File: config.mk
export PLATFORM = sky130hd
export DESIGN_NAME = voting_machine_nc
export DESIGN_NICKNAME = d
export VERILOG_FILES = /design/src/rtl/voting_machine_nc.sv
export SDC_FILE = /design/constraint.sdc
export NUM_CORES = 1
export LEC_CHECK = 0
export ABC_AREA = 0
export CAP_MARGIN = 5
export CORE_ASPECT_RATIO = 1.25
export CORE_UTILIZATION = 46
export CTS_CLUSTER_SIZE = 24
export DETAILED_ROUTE_END_ITERATION = 10
export SLEW_MARGIN = 25
export SYNTH_ARGS = -nofsm -noshare
export SYNTH_HDL_FRONTEND = slang
export SYNTH_SLANG_ARGS = --single-unit
File: constraint.sdc
create_clock -name clk -period 10.2 [get_ports clk]
set_input_delay 1.53 -clock clk [delete_from_list [all_inputs] [get_ports clk]]
set_output_delay 1.53 -clock clk [all_outputs]
set_load 0.03 [all_outputs]
File: src/rtl/voting_machine_nc.sv
// voting_machine_nc: debounced N-candidate voter with saturating counts, running total, winner/tie (VOTE_LOCK_EN locks voting after first result mode)
module voting_machine_nc #(
    parameter int NUM_CAND    = 4,
    parameter int CNT_W       = 8,
    parameter int HOLD_CYCLES = 10
) (
    input  logic                                clk,
    input  logic                                rst_n,
    input  logic                                mode,
    input  logic [NUM_CAND-1:0]                 button,
    output logic [CNT_W-1:0]                    vote_result,
    output logic                                result_valid,
    output logic                                vote_ack,
    output logic [CNT_W+$clog2(NUM_CAND)-1:0]   total_votes,
    output logic [$clog2(NUM_CAND)-1:0]         winner,
    output logic                                tie
);
    localparam int IW = $clog2(NUM_CAND);
    localparam int HW = $clog2(HOLD_CYCLES + 1);
    typedef enum logic [1:0] {IDLE, HOLD, WAIT_REL} state_t;
    state_t state, state_d;
    logic [NUM_CAND-1:0] btn_m, btn;
    logic mode_m, md, one_hot, commit, accept, vote_en, tie_d;
    logic [IW-1:0] idx, idx_d, low_idx, win_d;
    logic [HW-1:0] hold, hold_d;
    logic [CNT_W-1:0] max_d;
    logic [CNT_W-1:0] count [NUM_CAND];
    always_ff @(posedge clk or negedge rst_n)
        if (!rst_n) begin
            btn_m  <= '0;
            btn    <= '0;
            mode_m <= 1'b0;
            md     <= 1'b0;
        end else begin
            btn_m  <= button;
            btn    <= btn_m;
            mode_m <= mode;
            md     <= mode_m;
        end
`ifdef VOTE_LOCK_EN
    logic locked;
    always_ff @(posedge clk or negedge rst_n)
        if (!rst_n) locked <= 1'b0;
        else if (md) locked <= 1'b1;
    assign vote_en = !md && !locked;
`else
    assign vote_en = !md;
`endif
    assign one_hot = (btn != '0) && ((btn & (btn - 1'b1)) == '0);
    assign accept  = commit && (count[idx] != '1);
    always_comb begin
        low_idx = '0;
        for (int i = NUM_CAND - 1; i >= 0; i--) if (btn[i]) low_idx = IW'(i);
    end
    always_comb begin
        state_d = state;
        idx_d   = idx;
        hold_d  = hold;
        commit  = 1'b0;
        case (state)
            IDLE: if (vote_en && one_hot) begin
                state_d = HOLD;
                idx_d   = low_idx;
                hold_d  = HW'(1);
            end
            HOLD: if (!md && btn == (NUM_CAND'(1) << idx)) begin
                hold_d = hold + 1'b1;
                if (hold_d == HW'(HOLD_CYCLES)) begin
                    commit  = 1'b1;
                    state_d = WAIT_REL;
                end
            end else state_d = (btn == '0) ? IDLE : WAIT_REL;
            WAIT_REL: state_d = (btn == '0) ? IDLE : WAIT_REL;
            default: state_d = IDLE;
        endcase
    end
    // lowest index wins on equal counts because only a strictly larger count replaces it
    always_comb begin
        max_d = '0;
        win_d = '0;
        tie_d = 1'b0;
        for (int i = 0; i < NUM_CAND; i++)
            if (count[i] > max_d) begin
                max_d = count[i];
                win_d = IW'(i);
            end
        for (int i = 0; i < NUM_CAND; i++)
            if (count[i] == max_d && IW'(i) != win_d && max_d != '0) tie_d = 1'b1;
    end
    always_ff @(posedge clk or negedge rst_n)
        if (!rst_n) begin
            state        <= IDLE;
            idx          <= '0;
            hold         <= '0;
            vote_ack     <= 1'b0;
            total_votes  <= '0;
            vote_result  <= '0;
            result_valid <= 1'b0;
            winner       <= '0;
            tie          <= 1'b0;
            for (int i = 0; i < NUM_CAND; i++) count[i] <= '0;
        end else begin
            state        <= state_d;
            idx          <= idx_d;
            hold         <= hold_d;
            vote_ack     <= accept;
            vote_result  <= (md && btn != '0) ? count[low_idx] : '0;
            result_valid <= md && (btn != '0);
            winner       <= win_d;
            tie          <= tie_d;
            if (accept) begin
                count[idx]  <= count[idx] + 1'b1;
                total_votes <= total_votes + 1'b1;
            end
        end
endmodule

==> metrics.txt <==
Final Cell Area 0.00619 mm²; Slew HR 42.1%; Die H 124 µm; final worst slack 2350 ps; Critical Path Start Type register; top_reg_cell synth dfrtp_1; clk slew on worst S/H paths around 60 ps; Seq/Total Area, Yosys 33.2%; # H-tree levels 3; DP Area 0.00584 mm²; drt first pass iters 5; DP Worst Slack between 2000 and 3000 ps; min-delay worst type reg -> reg; initial antenna violation count 0; DRT antenna net count 0; Fmax achieved 127 MHz; Crit Path Max Fanout 11; Synth Instances 601; DP Wirelength 13000 µm; largest net degree at the start of global routing 74; R2R Path End tie; Worst-Margin Slew 862 ps; initial DRC count 311; fin crit share just under 80%; post-cts resize count 0; first-pass GRT wire length 27700 µm; Clk Latency, worst-skew pair roughly 340 ps; FF/Latch Area 0.00183 mm²; Avg Vias per Cell 6.36; Crit path arrival time roughly 8000 ps; I/O pin total 30; Port Buffer Count 29; CTS tree yes; Starting Density between 40% and 50%; Inserted Clock Buffers 9; Synth cell types roughly 70; NumNets Final 639; share of cells above drive strength 1 11.7%; Remaining Overflow, GRT 0; Worst Setup EP tie; clk root buf clkbuf_16; Post-Syn Area 0.00550 mm²; Post-CTS Hold Fix Bufs 0; Setup CP Type reg -> reg; CP Capture Type register; leak pwr 2.65 nW; clock skew 9.08 ps; MaxCap Viol Count 0; average wire per standard cell 22.7 µm; GPL Wtd Cong 0.998; R2R Setup Slk 2350 ps; final hold violations 0; Vias 4901; multi-input logic area 0.00335 mm²; Post-synth EDFFs 0; syn_nets 636; Total Wirelength 17500 µm; vias in the first global route 4868; Reg2Reg Launch Point count[25]; Syn. warnings 0; gr usage total 30.0%; Core Area approximately 0.012 mm²; setup TNS 0 ps; DRC viols 0; Fin Hold WS around 340 ps; Mean Syn Cell Area between 9 and 10 µm²; Worst VDD drop roughly 0.13 mV; async set-reset flop share out of synthesis 100%; Slew Viols, Final 0; Crit. Startpoint count[25]; P&R area growth vs syn 12.5%; Min Clock Period, post-route 7850 ps; WP data required 10470 ps; final setup fails 0; Antenna Cells 0; Die Span X approximately 100 µm; total power per unit cell area 120 mW/mm²; r2r worst-path depth 24; die area 0.0124 mm²; fillers 1085; Sink Count 73; Post-CTS Setup Inserts 0; Rows 44; flops & latches, synth 73; worst-case clock buffer depth 2; status finished, final reports clean; RSZ-0062 raised after global routing false
cells by family after synthesis:
| family | share of synthesized area [%] |
|---|---|
| adders and majority gates | 6.37 |
| xor gates and xnor gates | 5.89 |
| AOI/OAI and AO/OA | 18.7 |
| and+or+nand+nor | 17.8 |
| buffers and inverters | 6.07 |
| DFF | 33.2 |
| muxes | 12.0 |
worst min-delay path by stage:
stage	from	end	slack, ps	cells after the start
CTS	btn_m[2]	btn[2]	350	0
finish	btn_m[2]	btn[2]	340	0
global placement	btn_m[1]	btn[1]	330	0
global route	btn_m[2]	btn[2]	350	0
detailed placement	btn_m[3]	btn[3]	340	0
floorplan	btn_m[0]	btn[0]	330	0
metal layers:
layer	global-route usage, %	routed length [µm]	up-vias
met2	48.2	8490	229
li1	-	-	2217
met4	21.4	1300	0
met3	4.67	1100	80
met1	36.2	6600	2375
met5	0	0	-
cell type report:
type,instances,share of cell area (%)
Multi-Input combinational cell,448,54.1
Sequential cell,73,29.5
Timing Repair Buffer,34,5.32
Clock buffer,12,4.31
Tap cell,161,3.26
Inverter,38,2.31
Clock inverter,4,1.19
metrics by stage:
stage               util, %  instances  total power [W]
floorplan                 -        601         0.000381
global placement       50.3        754         0.000393
detailed placement     50.3        754         0.000396
CTS                    53.2        770         0.000755
global route           53.3        770         0.000775
finish                 53.3        770         0.000745
Yosys cell counts, drive strengths merged (10+ instances only):
cell    number  share of area, %
a211oi      10               1.4
a21oi       45               4.1
and2        16               1.8
buf         12               1.4
clkbuf      30               2.1
dfrtp       73                33
ha          28               6.4
inv         38               2.6
mux2        23               5.1
mux4        15               6.1
nand2       37               2.5
nand3       26               2.4
nand4       10               1.1
nor2        41               2.8
nor3        16               1.7
o21ai       27               2.5
xnor2       22               3.5
xor2        15               2.4
critical path, stage by stage (launching register included):
cell and delay (ps):
dfrtp_1 580, inv_1 220, ha_1 340, nand4_1 270, or3_1 510, nand2_1 310
nand2_1 210, a21boi_0 390, ha_1 320, a211oi_1 240, nor2_1 120, nand4bb_1 500
a211oi_1 790, a21oi_1 250, inv_1 100, ha_1 240, nand2_1 60, o21ai_0 210
o21ai_1 750, buf_4 310, nor2_1 80, or3_1 340, a211o_1 290, nand4b_1 170
a31oi_1 170
power by group:
part	total, W	leakage, nW	switching (W)	internal, W
logic	0.0000598	1.50	0.0000297	0.0000300
clock network	0.000355	0.169	0.000121	0.000234
registers	0.000330	0.986	0.0000310	0.000299
total	0.000745	2.65	0.000182	0.000563
flip-flops by register name, indices dropped and copies added (netlist names):
register	count
btn	4
btn_m	4
count	32
hold	4
idx	2
md	1
mode_m	1
result_valid	1
state	2
tie	1
total_votes	10
vote_ack	1
vote_result	8
winner	2
placed cells by master (no fill, tap or decap), types with 4 or more instances in the layout:
cell type	instances
o211ai_1	9
mux2_2	17
a31oi_1	6
dfrtp_1	73
a41oi_1	4
o21ai_0	25
or3_1	8
and2_1	15
xnor2_1	22
xor2_1	15
buf_4	5
mux4_2	15
nor2b_1	5
nand2_1	37
nand3_1	26
clkdlybuf4s50_1	28
a22oi_1	4
nor4_1	5
ha_1	28
nor3_1	15
and3_1	8
mux2i_1	4
o221ai_1	4
inv_1	37
o2111ai_1	4
mux2_4	6
a21oi_1	45
clkbuf_16	9
nand4_1	10
nor2_1	40
a211oi_1	10
a21boi_0	4
Note: power is estimated with default switching activity, not from simulation.
